**src/rtl/axi_lite_slave_regs_if.sv**
```systemverilog
// AXI4-Lite bus bundle between a master and the register-file responder.
// The master modport drives requests; the slave modport drives ready/response signals.
interface axi_lite_if #(
  parameter int ADDR_WIDTH = 32,
  parameter int DATA_WIDTH = 32
);
  logic [ADDR_WIDTH-1:0]   awaddr;
  logic                    awvalid;
  logic                    awready;
  logic [DATA_WIDTH-1:0]   wdata;
  logic [DATA_WIDTH/8-1:0] wstrb;
  logic                    wvalid;
  logic                    wready;
  logic [1:0]              bresp;
  logic                    bvalid;
  logic                    bready;
  logic [ADDR_WIDTH-1:0]   araddr;
  logic                    arvalid;
  logic                    arready;
  logic [DATA_WIDTH-1:0]   rdata;
  logic [1:0]              rresp;
  logic                    rvalid;
  logic                    rready;

  modport master (
    output awaddr, awvalid, wdata, wstrb, wvalid, bready, araddr, arvalid, rready,
    input  awready, wready, bresp, bvalid, arready, rdata, rresp, rvalid
  );

  modport slave (
    input  awaddr, awvalid, wdata, wstrb, wvalid, bready, araddr, arvalid, rready,
    output awready, wready, bresp, bvalid, arready, rdata, rresp, rvalid
  );
endinterface

```
**src/rtl/axi_lite_slave_regs.sv**
```systemverilog
// AXI4-Lite responder with NUM_REGS byte-writable registers, flattened onto regs_o.
// Write and read channels are served by independent two-state FSMs.
module axi_lite_slave_regs #(
  parameter int ADDR_WIDTH = 32,
  parameter int DATA_WIDTH = 32,
  parameter int NUM_REGS   = 16
) (
  input  logic                           clk,
  input  logic                           rst,
  axi_lite_if.slave                      bus,
  output logic [NUM_REGS*DATA_WIDTH-1:0] regs_o
);
  localparam int         IDX_W       = $clog2(NUM_REGS);
  localparam int         STRB_W      = DATA_WIDTH / 8;
  localparam logic [1:0] RESP_OKAY   = 2'b00;
  localparam logic [1:0] RESP_SLVERR = 2'b10;

  typedef enum logic {W_IDLE, W_RESP} wstate_t;
  typedef enum logic {R_IDLE, R_DATA} rstate_t;

  wstate_t r_wstate, w_wstate_nxt;
  rstate_t r_rstate, w_rstate_nxt;

  logic [DATA_WIDTH-1:0] r_regs [NUM_REGS];
  logic                  r_aw_held, r_w_held;
  logic [ADDR_WIDTH-1:0] r_awaddr;
  logic [DATA_WIDTH-1:0] r_wdata;
  logic [STRB_W-1:0]     r_wstrb;
  logic [1:0]            r_bresp, r_rresp;
  logic [DATA_WIDTH-1:0] r_rdata;

  logic                  w_awready, w_wready, w_bvalid, w_arready, w_rvalid;
  logic                  w_aw_hs, w_w_hs, w_ar_hs, w_commit, w_wr_ok;
  logic [ADDR_WIDTH-1:0] w_wr_addr;
  logic [DATA_WIDTH-1:0] w_wr_data;
  logic [STRB_W-1:0]     w_wr_strb;

  function automatic logic in_range(input logic [ADDR_WIDTH-1:0] a);
    return (a >> 2) < ADDR_WIDTH'(NUM_REGS);
  endfunction

  function automatic logic [IDX_W-1:0] reg_idx(input logic [ADDR_WIDTH-1:0] a);
    return a[2 +: IDX_W];
  endfunction

  // A held beat takes precedence over the live bus value, letting AW and W arrive in either order.
  assign w_aw_hs   = bus.awvalid & w_awready;
  assign w_w_hs    = bus.wvalid & w_wready;
  assign w_ar_hs   = bus.arvalid & w_arready;
  assign w_wr_addr = r_aw_held ? r_awaddr : bus.awaddr;
  assign w_wr_data = r_w_held ? r_wdata : bus.wdata;
  assign w_wr_strb = r_w_held ? r_wstrb : bus.wstrb;
  assign w_wr_ok   = in_range(w_wr_addr);
  assign w_commit  = (r_wstate == W_IDLE) & (r_aw_held | w_aw_hs) & (r_w_held | w_w_hs);

  always_ff @(posedge clk) begin
    if (!rst) begin
      r_wstate <= W_IDLE;
      r_rstate <= R_IDLE;
    end else begin
      r_wstate <= w_wstate_nxt;
      r_rstate <= w_rstate_nxt;
    end
  end

  always_comb begin
    w_wstate_nxt = r_wstate;
    case (r_wstate)
      W_IDLE:  if (w_commit) w_wstate_nxt = W_RESP;
      W_RESP:  if (bus.bready) w_wstate_nxt = W_IDLE;
      default: w_wstate_nxt = W_IDLE;
    endcase
  end

  always_comb begin
    w_rstate_nxt = r_rstate;
    case (r_rstate)
      R_IDLE:  if (w_ar_hs) w_rstate_nxt = R_DATA;
      R_DATA:  if (bus.rready) w_rstate_nxt = R_IDLE;
      default: w_rstate_nxt = R_IDLE;
    endcase
  end

  // Handshake outputs are gated by rst so they read 0 during reset, even before the first edge.
  always_comb begin
    w_awready = 1'b0;
    w_wready  = 1'b0;
    w_bvalid  = 1'b0;
    w_arready = 1'b0;
    w_rvalid  = 1'b0;
    if (rst) begin
      w_awready = (r_wstate == W_IDLE) & ~r_aw_held;
      w_wready  = (r_wstate == W_IDLE) & ~r_w_held;
      w_bvalid  = (r_wstate == W_RESP);
      w_arready = (r_rstate == R_IDLE);
      w_rvalid  = (r_rstate == R_DATA);
    end
  end

  always_ff @(posedge clk) begin
    if (!rst) begin
      r_aw_held <= 1'b0;
      r_w_held  <= 1'b0;
      r_bresp   <= 2'b00;
      for (int i = 0; i < NUM_REGS; i++) r_regs[i] <= '0;
    end else if (w_commit) begin
      r_aw_held <= 1'b0;
      r_w_held  <= 1'b0;
      r_bresp   <= w_wr_ok ? RESP_OKAY : RESP_SLVERR;
      if (w_wr_ok) begin
        for (int b = 0; b < STRB_W; b++) begin
          if (w_wr_strb[b]) r_regs[reg_idx(w_wr_addr)][8*b +: 8] <= w_wr_data[8*b +: 8];
        end
      end
    end else begin
      if (w_aw_hs) r_aw_held <= 1'b1;
      if (w_w_hs)  r_w_held  <= 1'b1;
    end
  end

  always_ff @(posedge clk) begin
    if (w_aw_hs) r_awaddr <= bus.awaddr;
    if (w_w_hs) begin
      r_wdata <= bus.wdata;
      r_wstrb <= bus.wstrb;
    end
  end

  // Non-blocking sampling gives the pre-commit value on a same-edge read/write collision.
  always_ff @(posedge clk) begin
    if (!rst) begin
      r_rdata <= '0;
      r_rresp <= 2'b00;
    end else if (w_ar_hs) begin
      r_rdata <= in_range(bus.araddr) ? r_regs[reg_idx(bus.araddr)] : '0;
      r_rresp <= in_range(bus.araddr) ? RESP_OKAY : RESP_SLVERR;
    end
  end

  assign bus.awready = w_awready;
  assign bus.wready  = w_wready;
  assign bus.bvalid  = w_bvalid;
  assign bus.bresp   = r_bresp;
  assign bus.arready = w_arready;
  assign bus.rvalid  = w_rvalid;
  assign bus.rdata   = r_rdata;
  assign bus.rresp   = r_rresp;

  for (genvar i = 0; i < NUM_REGS; i++) begin : g_regs_o
    assign regs_o[i*DATA_WIDTH +: DATA_WIDTH] = r_regs[i];
  end
endmodule
```
**src/flat_wrapper.sv**
```systemverilog
// flat-port wrapper written by rule: the top's interface ports become plain ports
module axi_lite_slave_regs_flat 
#(
  parameter int ADDR_WIDTH = 32,
  parameter int DATA_WIDTH = 32,
  parameter int NUM_REGS   = 16
)
  (clk, rst, regs_o, bus_awaddr, bus_awvalid, bus_wdata, bus_wstrb, bus_wvalid, bus_bready, bus_araddr, bus_arvalid, bus_rready, bus_awready, bus_wready, bus_bresp, bus_bvalid, bus_arready, bus_rdata, bus_rresp, bus_rvalid);
  axi_lite_if #(.ADDR_WIDTH(ADDR_WIDTH), .DATA_WIDTH(DATA_WIDTH)) bus_i ();
  input  logic clk;
  input  logic rst;
  output logic [NUM_REGS*DATA_WIDTH-1:0] regs_o;
  input wire logic [$bits(bus_i.awaddr)-1:0] bus_awaddr;
  input wire logic [$bits(bus_i.awvalid)-1:0] bus_awvalid;
  input wire logic [$bits(bus_i.wdata)-1:0] bus_wdata;
  input wire logic [$bits(bus_i.wstrb)-1:0] bus_wstrb;
  input wire logic [$bits(bus_i.wvalid)-1:0] bus_wvalid;
  input wire logic [$bits(bus_i.bready)-1:0] bus_bready;
  input wire logic [$bits(bus_i.araddr)-1:0] bus_araddr;
  input wire logic [$bits(bus_i.arvalid)-1:0] bus_arvalid;
  input wire logic [$bits(bus_i.rready)-1:0] bus_rready;
  output wire logic [$bits(bus_i.awready)-1:0] bus_awready;
  output wire logic [$bits(bus_i.wready)-1:0] bus_wready;
  output wire logic [$bits(bus_i.bresp)-1:0] bus_bresp;
  output wire logic [$bits(bus_i.bvalid)-1:0] bus_bvalid;
  output wire logic [$bits(bus_i.arready)-1:0] bus_arready;
  output wire logic [$bits(bus_i.rdata)-1:0] bus_rdata;
  output wire logic [$bits(bus_i.rresp)-1:0] bus_rresp;
  output wire logic [$bits(bus_i.rvalid)-1:0] bus_rvalid;
  assign bus_i.awaddr = bus_awaddr;
  assign bus_i.awvalid = bus_awvalid;
  assign bus_i.wdata = bus_wdata;
  assign bus_i.wstrb = bus_wstrb;
  assign bus_i.wvalid = bus_wvalid;
  assign bus_i.bready = bus_bready;
  assign bus_i.araddr = bus_araddr;
  assign bus_i.arvalid = bus_arvalid;
  assign bus_i.rready = bus_rready;
  assign bus_awready = bus_i.awready;
  assign bus_wready = bus_i.wready;
  assign bus_bresp = bus_i.bresp;
  assign bus_bvalid = bus_i.bvalid;
  assign bus_arready = bus_i.arready;
  assign bus_rdata = bus_i.rdata;
  assign bus_rresp = bus_i.rresp;
  assign bus_rvalid = bus_i.rvalid;
  axi_lite_slave_regs #(.ADDR_WIDTH(ADDR_WIDTH), .DATA_WIDTH(DATA_WIDTH), .NUM_REGS(NUM_REGS)) u_core (.clk(clk), .rst(rst), .bus(bus_i), .regs_o(regs_o));
endmodule
```
**config.mk**
```make
export PLATFORM = sky130hd
export DESIGN_NAME = axi_lite_slave_regs_flat
export DESIGN_NICKNAME = d
export VERILOG_FILES = /design/src/rtl/axi_lite_slave_regs_if.sv /design/src/rtl/axi_lite_slave_regs.sv /design/src/flat_wrapper.sv
export SDC_FILE = /design/constraint.sdc
export NUM_CORES = 1
export LEC_CHECK = 0
export CAP_MARGIN = 20
export CORE_AREA = 2 2 260 262
export CTS_BUF_LIST = sky130_fd_sc_hd__clkbuf_8
export CTS_CLUSTER_DIAMETER = 120
export DETAILED_ROUTE_END_ITERATION = 10
export DIE_AREA = 0 0 262 264
export PLACE_DENSITY = 0.71
export SYNTH_ARGS = -nofsm -noshare
export SYNTH_HDL_FRONTEND = slang
export SYNTH_SLANG_ARGS = --single-unit
```
**constraint.sdc**
```tcl
create_clock -name clk -period 5.7 [get_ports clk]
set_clock_uncertainty 0.2 [all_clocks]
set_input_delay 1.14 -clock clk [delete_from_list [all_inputs] [get_ports clk]]
set_output_delay 1.14 -clock clk [all_outputs]
set_load 0.1 [all_outputs]
```
# --- Word-level counts from Yosys, hierarchy flattened ---
# Memory sizes are Yosys's and may differ from the RTL's.
# Cells that the tools add are included.
classes:
  order_cmp: 2
  n_mux: 41
  bitwise_logic: 14
  n_reduce_logical: 2
ops:
  columns: ["operator", "count"]
  rows:
  - ["$mux 32", 4]
  - ["$lt 30x5->1 const B", 2]
  - ["$reduce_or 32->1", 1]
  - ["$mux 1", 30]
  - ["$mux 4", 3]
  - ["$and 1x1->1", 7]
  - ["$not 1->1", 5]
  - ["$mux 2", 2]
  - ["$pmux 1 s2", 2]
  - ["$or 1x1->1", 2]
  - ["$reduce_or 2->1", 1]
totals:
  reg_bits: 108
  mem_bits_rw: 512
  input_bits: 107
  output_inout_bits: 553
  memories: 1
mem_list:
  columns: ["memory", "depth", "width", "read_ports", "rd_clocked_by_memory_dff", "wr", "line_no", "source"]
  rows:
  - ["u_core.r_regs", 16, 32, 17, 0, 16, "axi_lite_slave_regs.sv:24", "logic [DATA_WIDTH-1:0] r_regs [NUM_REGS];"]

# --- Depth between registers and ports, before layout ---
logic_depth:
  word_depth: 12
  depth_mapped: 8

# --- Worst setup path before layout ---
# No wires, ideal clock.
synth_path:
  kind: "input to register"
  from: "input port rst"
  to: "register u_core.r_wdata[0], enable pin"
  setup_time_ns: 0.484
  arrival_ns: 4.004
  required_time_ns: 5.016
  slack_ns: 1.012
  stages: 2
  n_path_buf: 0
  path_cell_list: "nand2b_1 -> nor3b_1"
synth_via:
  elab_chain_len: 2
synth_rtl:
  columns: ["item", "line_no", "source"]
  rows:
  - ["start: declaration", "flat_wrapper.sv:11", "input logic rst;"]
  - ["$mux 1", "axi_lite_slave_regs.sv:91", "if (rst) begin"]
  - ["$and 1x1->1", "axi_lite_slave_regs.sv:48", "assign w_w_hs = bus.wvalid & w_wready;"]
  - ["named net u_core.w_w_hs", "axi_lite_slave_regs.sv:33", "logic w_aw_hs, w_w_hs, w_ar_hs, w_commit, w_wr_ok;"]
  - ["end signal: assignment", "axi_lite_slave_regs.sv:124", "r_wdata <= bus.wdata;"]
  - ["end: declaration", "axi_lite_slave_regs.sv:27", "logic [DATA_WIDTH-1:0] r_wdata;"]
# The timed path passes the listed nets, and every way through them passes these cells.
# A chain may end at the register's enable or synchronous reset.

==> flow_metrics.env <==
export IMPL_outcome="complete, no violations"
export IMPL_ctsResizeCount=0
export IMPL_slew_violations=0
export IMPL_crit_path_start_kind="flop"
export IMPL_io_buffers=653
export IMPL_slew_headroom=0.203
export IMPL_r2r_worst_path_cells=6
export IMPL_crit_chain="nor2_1 > nor3_4 > nand2_1 > buf_4 > o41ai_2 > buf_4"
export IMPL_synth_edf_count=578
export IMPL_internal_power_mw=7.62
export IMPL_syn2layout_area_growth_pct=33.3
export IMPL_timing_rr_end="u_core.r_regs[12][30]$_SDFFCE_PN0P_"
export IMPL_worst_path_stages=6
export IMPL_place_inst=3519
export IMPL_mappedNetlistArea_um2=28700
export IMPL_finalCritPeriodShare=0.717
export IMPL_rsz0062_at_grt="no"
export IMPL_drv_cap=0
export IMPL_layout_cells_non_filler=3712
export IMPL_postRouteAntennaNets=0
export IMPL_cts_buffer_depth=3
export IMPL_die_w_um=262
export IMPL_synth_top_area_frac=0.604
export IMPL_antenna_found_initial=3
export IMPL_die_area_um2=69200
export IMPL_r2r_slack_ns=1.61
export IMPL_synth_cell_types=46
export IMPL_cp_max_fo=19
export IMPL_post_cts_setup_buffer_count=0
export IMPL_switching_share=0.316
export IMPL_grt_max_degree=140
export IMPL_yosys_cell_count_top_type="edfxtp_1"
export IMPL_finalCriticalPeriod_ns=4.09
export IMPL_async_flop_share=0
export IMPL_synthTopCellsByArea="edfxtp_1 (60%), nor4_1 (11%), mux2i_1 (5.6%), mux4_2 (5.0%), clkbuf_1 (3.2%)"
export IMPL_root_buffer="clkbuf_8"
export IMPL_power_frac_clock=0.357
export IMPL_drc=0
export IMPL_cpMostUsedCell="buf_4"
export IMPL_wl_per_cell_um=30.5
export IMPL_coreArea_um2=66600
export IMPL_pin_count=660
export IMPL_gp_congestion=0.940
export IMPL_arrival_ns=4.32
export IMPL_p_sw_mw=3.52
export IMPL_crit_type="flop to flop"
export IMPL_crit_slowest_cell="dfxtp_1"
export IMPL_timing_rr_start="u_core.r_aw_held$_SDFFE_PP0P_"
export IMPL_grt_pass1_wl_mm=160
export IMPL_die_y_um=264
export IMPL_wl_mm=113
export IMPL_fin_tns_setup_ns=0
export IMPL_avgSynthCellArea_um2=13.2
export IMPL_post_drt_via_cell_ratio=6.46
export IMPL_drive_gt1_frac=0.133
export IMPL_rows=95
export IMPL_start_util=0.432
export IMPL_cts_made_buffers=101
export IMPL_critPathMaxStageDelay_ns=0.88
export IMPL_cp_required_ns=5.93
export IMPL_dpl_hpwl_mm=81.4
export IMPL_pwr_share_comb=0.176
export IMPL_track_usage=0.319
export IMPL_overflow=0
export IMPL_cts_hold_fix_buffers=0
export IMPL_first_global_vias=23000
export IMPL_cp_num_buf_inv=2
export IMPL_ys_ff_latch=616
export IMPL_powerDensity_nw_per_um2=291
export IMPL_tightest_slew_ns=1.19
export IMPL_clock_sinks=616
export IMPL_hold_end="u_core.bus.rdata[11]$_SDFFE_PN0P_"
export IMPL_pwr_share_seq=0.467
export IMPL_clk_latency_ns=0.73
export IMPL_cts_tree="done"
export IMPL_max_freq_ghz=0.245
export IMPL_hold_depth=2
export IMPL_ys_flop_type="edfxtp_1"
export IMPL_synth_cells=2180
export IMPL_first_iter_violations=2880
export IMPL_drt_pre_antenna_iters=6
export IMPL_yosys_area_top_type="edfxtp_1"
export IMPL_end_kind="flop"
export IMPL_leakagePower_nw=12.6
export IMPL_hold_viol_final=0
export IMPL_ir_drop_mv=0.208
export IMPL_htree_levels=3
export IMPL_setup_viol=0
export IMPL_synth_commonest_cells="edfxtp_1 (578), nor4_1 (524), clkbuf_1 (248), mux2i_1 (160), nand2_1 (115)"
export IMPL_yosysSeqAreaShare=0.630
export IMPL_nNetsFinal=2860
export IMPL_path_clk_slew_ns=0.06
export IMPL_hold_path_startpoint="u_core.bus.rdata[11]$_SDFFE_PN0P_"
export IMPL_crit_family="simple AND/OR/NAND/NOR gates"
export IMPL_vias=24000
export IMPL_yosys_warnings=0
export IMPL_worstHoldPathType="flop to flop"
metal layers:
layer  track usage  wire length [µm]  share of wire
met2         0.541             56900           0.50
met3        0.0803             11900           0.10
met1         0.376             38500           0.34
met4         0.156              5900          0.052
met5             0                 0              0
metrics by stage:
step / setup slack, ns / hold slack (ns) / util / instance area (µm²) / power, mW
finish: 1.61 / 0.312 / 0.575 / 38300 / 11.1
global route: 1.49 / 0.333 / 0.575 / 38300 / 11.4
CTS: 1.64 / 0.313 / 0.574 / 38200 / 11.2
detailed placement: 1.03 / 0.304 / 0.544 / 36200 / 7.25
global placement: 1.13 / 0.293 / 0.544 / 36200 / 7.23
floorplan: 1.01 / 0.318 / - / 28700 / 6.61
kinds of logic after synthesis:
logic type | share of synthesized area
AOI/OAI and AO/OA | 0.0689
buffers and inverters | 0.0445
DFF | 0.630
muxes | 0.107
other | 0.000130
and+or+nand+nor | 0.149
registers in the layout, indices dropped and copies added (netlist names), 4 cells and up:
signal,count
u_core.bus.rdata,32
u_core.r_wdata,32
u_core.r_wstrb,4
u_core.r_regs,512
u_core.r_awaddr,30
worst max-delay path by stage:
stage | start | to
2_1_floorplan | rst | u_core.r_wdata[0]$_DFFE_PP_
3_3_place_gp | bus_awvalid | u_core.r_regs[12][25]$_SDFFCE_PN0P_
3_5_place_dp | bus_awvalid | u_core.r_regs[8][25]$_SDFFCE_PN0P_
4_1_cts | u_core.r_aw_held$_SDFFE_PP0P_ | u_core.r_regs[8][30]$_SDFFCE_PN0P_
5_1_grt | u_core.r_aw_held$_SDFFE_PP0P_ | u_core.r_regs[8][30]$_SDFFCE_PN0P_
6_report | u_core.r_aw_held$_SDFFE_PP0P_ | u_core.r_regs[12][30]$_SDFFCE_PN0P_
layout make-up:
| cell class | instances | area, µm² |
|---|---|---|
| Sequential cell | 616 | 18100 |
| Clock inverter | 83 | 609 |
| Fill cell | 5280 | 28300 |
| Antenna cell | 3 | 7.51 |
| Tap cell | 873 | 1090 |
| Inverter | 5 | 18.8 |
| Clock buffer | 103 | 1420 |
| Timing Repair Buffer | 776 | 7530 |
| Multi-Input combinational cell | 1253 | 9500 |
cell usage in the layout (no fill, tap or decap), types with 16 or more instances in the layout:
cell / netlist / layout
nand3_1: 31 / 31
o21ai_0: 63 / 63
clkinv_2: 0 / 16
nand2_1: 115 / 115
o22ai_1: 34 / 34
buf_4: 3 / 123
a221oi_1: 32 / 32
mux4_2: 64 / 64
clkdlybuf4s50_1: 0 / 640
edfxtp_1: 578 / 578
dfxtp_1: 38 / 37
nor2_1: 41 / 40
mux2i_1: 160 / 160
nor4_1: 524 / 524
a2111oi_0: 32 / 32
clkinv_1: 0 / 25
a21oi_1: 34 / 34
clkbuf_8: 0 / 104
inv_1: 5 / 28
o41ai_2: 0 / 17
o41ai_1: 64 / 47
worst register-to-register path: cells and delay by family, from the launching register on:
kind                   cells  cell delay, ns
AO/OA/AOI/OAI              1            0.56
AND/OR/NAND/NOR            3            1.47
flip-flops                 1            0.88
buffers and inverters      2            0.70
power by group through the flow:
stage | Combinational, mW | Sequential [mW] | Clock [mW]
floorplan | 0.469 | 6.14 | 0
global placement | 1.93 | 5.29 | 0
detailed placement | 1.95 | 5.30 | 0
CTS | 1.96 | 5.21 | 4.01
global route | 2.01 | 5.22 | 4.20
finish | 1.96 | 5.21 | 3.98
Power figures use the tool's default switching activity.
